**src/rtl/key_conditioner.sv**
```systemverilog
// Key input conditioner: synchronises and debounces a raw key level and emits one pulse per press.
// Optional build macro KEY_AUTOREPEAT_EN adds periodic repeat pulses while the key is held.
module key_conditioner #(
  parameter int SYNC_STAGES     = 2,
  parameter int DEBOUNCE_CYCLES = 8,
  parameter int REPEAT_CYCLES   = 16
) (
  input  logic clk,
  input  logic n_reset,
  input  logic key_raw,
  output logic A,
  output logic level,
  output logic pending
);

  localparam int MAX_CYCLES = (DEBOUNCE_CYCLES > REPEAT_CYCLES) ? DEBOUNCE_CYCLES : REPEAT_CYCLES;
  localparam int CW         = $clog2(MAX_CYCLES) + 1;
  localparam logic [CW-1:0] CNT_ONE = CW'(1);
  localparam logic [CW-1:0] CNT_MAX = {CW{1'b1}};
  localparam logic [CW-1:0] DEB_CNT = CW'(DEBOUNCE_CYCLES);

  typedef enum logic [1:0] {
    REL   = 2'd0,
    CHK_P = 2'd1,
    PRS   = 2'd2,
    CHK_R = 2'd3
  } state_t;

  logic [SYNC_STAGES-1:0] sync_reg;
  logic                   ks;
  state_t                 state;
  logic [CW-1:0]          count;
  logic [CW-1:0]          count_inc;

  // Each synchroniser stage is its own flop so the chain length follows SYNC_STAGES.
  genvar gi;
  generate
    for (gi = 0; gi < SYNC_STAGES; gi++) begin : g_sync
      if (gi == 0) begin : g_first
        always_ff @(posedge clk or negedge n_reset) begin
          if (!n_reset) sync_reg[gi] <= 1'b0;
          else          sync_reg[gi] <= key_raw;
        end
      end else begin : g_next
        always_ff @(posedge clk or negedge n_reset) begin
          if (!n_reset) sync_reg[gi] <= 1'b0;
          else          sync_reg[gi] <= sync_reg[gi-1];
        end
      end
    end
  endgenerate

  assign ks        = sync_reg[SYNC_STAGES-1];
  assign count_inc = (count == CNT_MAX) ? count : count + CNT_ONE;

  always_ff @(posedge clk or negedge n_reset) begin
    if (!n_reset) begin
      state   <= REL;
      count   <= '0;
      A       <= 1'b0;
      level   <= 1'b0;
      pending <= 1'b0;
    end else begin
      A <= 1'b0;
      case (state)
        REL: begin
          level   <= 1'b0;
          pending <= 1'b0;
          if (ks) begin
            state   <= CHK_P;
            count   <= CNT_ONE;
            pending <= 1'b1;
          end
        end

        CHK_P: begin
          if (!ks) begin
            state   <= REL;
            count   <= '0;
            pending <= 1'b0;
          end else if (count == DEB_CNT) begin
            state   <= PRS;
            count   <= '0;
            level   <= 1'b1;
            A       <= 1'b1;
            pending <= 1'b0;
          end else begin
            count <= count_inc;
          end
        end

        PRS: begin
          level   <= 1'b1;
          pending <= 1'b0;
          if (!ks) begin
            state   <= CHK_R;
            count   <= CNT_ONE;
            pending <= 1'b1;
          end else begin
`ifdef KEY_AUTOREPEAT_EN
            // Counter measures the hold time; A fires in the edge the count reaches the period.
            if (count >= CW'(REPEAT_CYCLES)) begin
              count <= CNT_ONE;
            end else begin
              count <= count_inc;
              if (count == CW'(REPEAT_CYCLES - 1)) A <= 1'b1;
            end
`else
            count <= '0;
`endif
          end
        end

        CHK_R: begin
          if (ks) begin
            state   <= PRS;
            count   <= '0;
            pending <= 1'b0;
          end else if (count == DEB_CNT) begin
            state   <= REL;
            count   <= '0;
            level   <= 1'b0;
            pending <= 1'b0;
          end else begin
            count <= count_inc;
          end
        end

        default: begin
          state   <= REL;
          count   <= '0;
          level   <= 1'b0;
          pending <= 1'b0;
        end
      endcase
    end
  end

endmodule
```
**config.mk**
```make
export PLATFORM = sky130hd
export DESIGN_NAME = key_conditioner
export DESIGN_NICKNAME = d
export VERILOG_FILES = /design/src/rtl/key_conditioner.sv
export SDC_FILE = /design/constraint.sdc
export NUM_CORES = 1
export LEC_CHECK = 0
export BUFFER_PORTS_ARGS = -buffer_cell sky130_fd_sc_hd__buf_4
export CORE_MARGIN = 4
export CORE_UTILIZATION = 51
export DETAILED_ROUTE_END_ITERATION = 16
export HOLD_SLACK_MARGIN = 0.02
export PLACE_DENSITY = 0.76
export RECOVER_POWER = 100
export SLEW_MARGIN = 5
export SYNTH_ARGS = -nofsm -noshare
export SYNTH_HDL_FRONTEND = slang
export SYNTH_SLANG_ARGS = --single-unit
```
**constraint.sdc**
```tcl
create_clock -name clk -period 1.4 [get_ports clk]
set_input_delay 0.21 -clock clk [delete_from_list [all_inputs] [get_ports clk]]
set_output_delay 0.21 -clock clk [all_outputs]
set_load 0.05 [all_outputs]
```
Yosys cells after proc, flatten, opt, wreduce, memory -nomap -nowiden
Cells that the tools add are included.

Register bits after elaboration: 12. Input port bits: 3. Output and inout bits: 3. Logic and storage cells: 52.

$add $sub $neg: 1. Eq/ne operators: 13. Muxes and demuxes: 28. Reductions and logical operators: 3.

Operators by type and width (number): two-way mux 5 bit (5); case mux 5 bit (4 select lines) (1); two-way mux 1 bit (13); two-way mux 2 bit (6); inequality test 2 bit, second input constant (6); case mux 1 bit (4 select lines) (2); case mux 2 bit (4 select lines) (1); AND reduction 4 bit (2); inequality test 3 bit, second input constant (2); adder 5 x 1 -> 5 bit, second input constant (1); == test 5 x 4 -> 1 bit, second input constant (1); == test 5 bit, second input constant (1); == test 2 bit, second input constant (2); == test 2 x 1 -> 1 bit, second input constant (1); zero test 2 bit (1).

Depth between registers and ports, before layout
Gate-level depths: netlist of the first run.

Depth after elaboration: 5. Mapped depth: 6.

Worst setup path after synthesis of the first run
No wires, ideal clock.

Path kind: register -> register. Start: reg with a tool-made name. End: reg state[0]. Setup time: 0.133 ns. Arrival: 1.405 ns. Data required time: 1.267 ns. Path slack: -0.138 ns. Stages on the path, launching flop included: 6. Clock period less this slack: 1.538 ns. Cell sequence: dfrtp_1 > inv_1 > ha_1 > mux2_4 > a2111oi_2 > a21oi_2.

RTL lines: end signal: assignment (RTL line 58) `state <= REL;`; end signal: assignment (RTL line 70) `state <= CHK_P;`; end signal: assignment (RTL line 78) `state <= REL;`; end: declaration (RTL line 31) `state_t state;`.

==> results of run 1 <==
==> cell usage in the layout (no fill, tap or decap), types with 2 or more instances in the layout <==
cell,Yosys,final
buf_4,1,20
dfrtp_1,12,11
nand2_1,4,4
ha_2,0,4
clkbuf_4,0,4
inv_2,0,3
a21oi_1,4,3
nand4_1,3,3
clkbuf_2,0,3
buf_6,2,3
inv_1,5,2
mux2_4,1,2
a311oi_1,2,2
a21oi_2,1,2
o211ai_1,2,2
a41oi_1,3,2
ha_4,0,2
==> stage by stage <==
stage          setup TNS [ns]  setup WS [ns]  total power [uW]  hold slack, ns
2_1_floorplan        -0.03421       -0.03421              1307        -0.08559
3_3_place_gp          -0.1976       -0.09269              1645         0.05628
3_5_place_dp          -0.5287        -0.1322              1700         0.05858
4_1_cts               -0.4153        -0.1184              2003         0.02897
5_1_grt                -1.018        -0.1821              2320         0.05052
6_report              -0.4982        -0.1371              2169         0.05192
==> critical path: cells and delay by family, from the launching register on <==
family	cells	cell delay [ns]
multiplexers	1	0.30
adder cells (fa/ha/maj)	1	0.16
AO/OA/AOI/OAI	2	0.48
flip-flops	1	0.42
buffers and inverters	1	0.09
==> how the worst max path moves through the flow <==
| stage | end | cells past startpoint |
|---|---|---|
| 6_report | state[0]$_DFFE_PN0P_ | 5 |
| 4_1_cts | state[0]$_DFFE_PN0P_ | 4 |
| 3_5_place_dp | state[0]$_DFFE_PN0P_ | 5 |
| 3_3_place_gp | state[0]$_DFFE_PN0P_ | 5 |
| 5_1_grt | state[0]$_DFFE_PN0P_ | 5 |
| 2_1_floorplan | state[0]$_DFFE_PN0P_ | 6 |
==> logic make-up after synthesis <==
family          Yosys count
fa+ha+maj                 7
compound gates           23
simple gates             19
buf+inv                   9
mux                       2
flops                    12
==> layout make-up <==
type / count / area (um2)
inverters: 5 / 18.77
flip-flops and latches: 12 / 301.5
repair buffers: 29 / 220.2
multi-input cells: 51 / 510.5
well taps: 15 / 18.77
fillers: 83 / 274.0
clock buffers: 3 / 22.52
==> what timing repair did <==
action                                  CTS  global route
hold endpoints to repair                 12             0
pin swaps                                 1             3
setup buffers                             3             2
gates resized for setup                   3            15
endpoints found under the setup margin    9             9
hold buffers                              1             0
==> power breakdown <==
part / internal [uW] / switching, uW / leakage, uW
logic: 706 / 723 / 0.000319
registers: 444 / 80.6 / 0.000151
clock network: 100 / 116 / 0.0000138
total: 1250 / 919 / 0.000484
==> routing by layer <==
metal / global-route usage / wire length, um / share of wire / vias up
li1: - / - / - / 337
met1: 0.2611 / 885 / 0.42 / 364
met2: 0.3279 / 1028 / 0.49 / 26
met3: 0.04981 / 121 / 0.057 / 13
met4: 0.09945 / 80 / 0.038 / 0
met5: 0 / 0 / 0 / -
==> flow_summary.json, run 1 <==
{
  "peakVddDrop_mv": 1.194,
  "synth_edf_count": 0,
  "drt_first_pass_iters": 4,
  "wirelength_mm": 2.115,
  "place_area_um2": 957.2,
  "hpwlAfterDp_mm": 1.298,
  "syn_area_per_cell_um2": 10.69,
  "start_util": 0.5632,
  "hold_path_startpoint": "key_raw",
  "critPathArrivalTime_ns": 1.74,
  "hold_path_end": "sync_reg[0]$_DFF_PN0_",
  "core-area_um2": 1366,
  "async_flop_share": 1.000,
  "clk_latency_ns": 0.28,
  "drc_errors": 0,
  "synthXorXnorAreaFrac": 0,
  "min_period_ns": 1.537,
  "cts.sinks": 12,
  "rows": 13,
  "netlist_instances": 72,
  "antenna_cells": 0,
  "nets": 112,
  "grt_pass1_vias": 692,
  "gp_congestion": 0.7931,
  "synth.area.top_cells": "dfrtp_1 (39%), ha_1 (11%), a41oi_1 (3.4%), buf_6 (2.9%), a21oi_1 (2.6%)",
  "synthSimpleGateAreaFrac": 0.1528,
  "cts_buffer_depth": 2,
  "critical_path.max_fanout": 7,
  "grtUsageTotal": 0.2063,
  "synth_nets": 82,
  "fin_cells": 115,
  "synth-compound-area-share": 0.2407,
  "path_cells": "inv_2 -> ha_4 -> mux2_4 -> a221o_1 -> a21oi_2",
  "final_max_slew_viol_count": 0,
  "synthToLayoutAreaGrowth_pct": 41.95,
  "violations": "setup timing",
  "leakagePower_uw": 0.0004835,
  "critPathCaptureType": "flip-flop",
  "wl_per_cell_um": 18.39,
  "die_w_um": 46.85,
  "reg2reg_depth": 5,
  "crit_slowest_cell": "dfrtp_1",
  "htreeDepth": 1,
  "drive_gt1_frac": 0.5400,
  "drv_cap": 0,
  "critPathMaxStageDelay_ns": 0.42,
  "synthFlopType": "dfrtp_1",
  "ctsRootBufferMaster": "clkbuf_4",
  "finalHoldViolCount": 0,
  "holdPathStages": 1,
  "tightest_slew_ns": 0.6668,
  "die_h_um": 46.85,
  "dp.cells": 106,
  "grt_max_degree": 13,
  "fin_crit_sh": 1.098,
  "worst_slack_ns": -0.1371,
  "ys_top_cells_by_count": "dfrtp_1 (12), ha_1 (7), inv_1 (5)",
  "stdcell_area_um2": 1092,
  "fin_util": 0.7995,
  "rsz0062_at_grt": "true",
  "regMostFlops": "count",
  "dr_total_vias": 740,
  "grt_pass1_wl_mm": 3.056,
  "drtAntennaViolNets": 0,
  "largest_reg_flops": 5,
  "path_clk_slew_ns": 0.07,
  "clock-skew-final_ns": 0.002614,
  "drtIter0Drc": 19,
  "pin_count": 6,
  "yosysMostFrequentCell": "dfrtp_1",
  "critPathLaunchType": "flip-flop",
  "yosys.area.top_type": "dfrtp_1",
  "r2r_end": "state[0]$_DFFE_PN0P_",
  "cp.required_ns": 1.60,
  "ys_seq_area_frac": 0.3902,
  "powerDensity_nw_per_um2": 1986,
  "numPortBuffers": 5,
  "slew_headroom": 0.5554,
  "cts_tree": "built",
  "synthAdderAreaFrac": 0.1138,
  "setup_viol": 7,
  "path_class": "reg2reg",
  "synth_top_family_by_area": "compound AO/OA/AOI/OAI gates",
  "max_freq_mhz": 650.6,
  "die_area_um2": 2194,
  "r2r_slack_ns": -0.14,
  "post_synth_num_cell_types": 35,
  "ys_warn_count": 0,
  "hp-class": "in2reg",
  "ys_seq_elements": 12,
  "cts_inserted_buffers": 3,
  "netlist_area_um2": 769.5,
  "grt.overflow.total": 0,
  "via_per_inst": 6.435,
  "antenna_found_initial": 0,
  "synthDominantCellAreaShare": 0.3902,
  "synth_mux_area_frac": 0.03415,
  "status": "finished, violations left"
}
No activity file was read; power rests on OpenSTA's default activity.
==> inputs of run 2 (changes only) <==
Settings changed: SKIP_CTS_REPAIR_TIMING set to 1.
==> flow_summary.json, run 2 (synthesis gave the netlist of run 1 again) <==
{
  "final_cell_mix": "buf_4 (19), dfrtp_1 (10)",
  "drive_gt1_frac": 0.5361,
  "leakagePower_uw": 0.0004647,
  "path_clk_slew_ns": 0.07,
  "grt_pass1_wl_mm": 2.856,
  "grtUsageTotal": 0.1914,
  "cts.sinks": 12,
  "fin_cells": 112,
  "ctsRootBufferMaster": "clkbuf_4",
  "wl_per_cell_um": 16.94,
  "fin_crit_sh": 1.091,
  "cts_tree": "built",
  "rsz0062_at_grt": "true",
  "grt_pass1_vias": 671,
  "gp_congestion": 0.7931,
  "grt_max_degree": 13,
  "die_w_um": 46.85,
  "wirelength_mm": 1.897,
  "dr_total_vias": 712,
  "hpwlAfterDp_mm": 1.298,
  "r2r_slack_ns": -0.13,
  "htreeDepth": 1,
  "grt.overflow.total": 0,
  "drtIter0Drc": 14,
  "status": "finished, violations left",
  "r2r_end": "state[0]$_DFFE_PN0P_",
  "critPathCaptureType": "flip-flop",
  "critical_path.max_fanout": 8,
  "cts_inserted_buffers": 3,
  "nets": 109,
  "powerDensity_nw_per_um2": 1969,
  "synthToLayoutAreaGrowth_pct": 37.24,
  "hp-class": "in2reg",
  "regMostFlops": "count",
  "setup_viol": 8,
  "pin_count": 6,
  "dp.cells": 106,
  "hold_path_startpoint": "key_raw",
  "rows": 13,
  "place_ws_ns": -0.1322,
  "die_area_um2": 2194,
  "worst_slack_ns": -0.1277,
  "min_period_ns": 1.528,
  "start_util": 0.5632,
  "cts_buffer_depth": 2,
  "finalHoldViolCount": 0,
  "core-area_um2": 1366,
  "max_freq_mhz": 654.6,
  "path_class": "reg2reg",
  "die_h_um": 46.85,
  "holdPathStages": 1,
  "violations": "setup timing",
  "drt_first_pass_iters": 4,
  "via_per_inst": 6.357,
  "cp.required_ns": 1.61,
  "drv_cap": 0,
  "tightest_slew_ns": 0.6581,
  "mostFrequentLayoutCell": "buf_4",
  "clk_latency_ns": 0.28,
  "reg2reg_depth": 5,
  "drc_errors": 0,
  "final_max_slew_viol_count": 0,
  "numPortBuffers": 5,
  "antenna_found_initial": 0,
  "critPathArrivalTime_ns": 1.73,
  "critPathLaunchType": "flip-flop",
  "drtAntennaViolNets": 0,
  "hold_path_end": "sync_reg[0]$_DFF_PN0_",
  "peakVddDrop_mv": 1.289,
  "slew_headroom": 0.5612,
  "largest_reg_flops": 5,
  "antenna_cells": 0,
  "clock-skew-final_ns": 0.003385
}
run 2: critical path, cell delays in order, from the launching register on:
cell and delay, ns:
dfrtp_2 0.41, inv_2 0.09, ha_4 0.16, mux2_4 0.31, a221o_1 0.33, a21oi_2 0.15
run 2: where the power goes:
part,switching [uW],total (uW),internal (uW)
combinational,693,1330,641
sequential,82.5,529,446
clock,117,217,99.9
total,892,2080,1190
run 2: through the flow:
step	power [uW]	setup TNS, ns	cell area [um2]	utilization	hold slack (ns)
floorplan	1307	-0.03421	804.5	-	-0.08559
global placement	1645	-0.1976	957.2	0.7005	0.05628
detailed placement	1700	-0.5287	957.2	0.7005	0.05858
CTS	1919	-0.6618	979.7	0.7170	-0.2430
global route	2212	-1.035	1056	0.7729	0.05100
finish	2079	-0.4716	1056	0.7729	0.05693
run 2: worst max-delay path by stage:
stage	cells past startpoint	to	slack, ns
global route	5	state[0]$_DFFE_PN0P_	-0.17
floorplan	6	state[0]$_DFFE_PN0P_	-0.03
CTS	5	state[0]$_DFFE_PN0P_	-0.15
global placement	5	state[0]$_DFFE_PN0P_	-0.09
finish	5	state[0]$_DFFE_PN0P_	-0.13
detailed placement	5	state[0]$_DFFE_PN0P_	-0.13
run 2: layout make-up:
class                   count  area (um2)
clock buffers               3       22.52
multi-input cells          51       503.0
fillers                    91       310.3
inverters                   5       18.77
flip-flops and latches     12       302.8
repair buffers             26       190.2
well taps                  15       18.77
run 2: layer usage:
| layer | global-route usage | wire (um) | vias to the layer above |
|---|---|---|---|
| li1 | - | - | 328 |
| met1 | 0.2401 | 829 | 342 |
| met2 | 0.3008 | 904 | 30 |
| met3 | 0.04598 | 94 | 12 |
| met4 | 0.1050 | 68 | 0 |
| met5 | 0 | 0 | - |
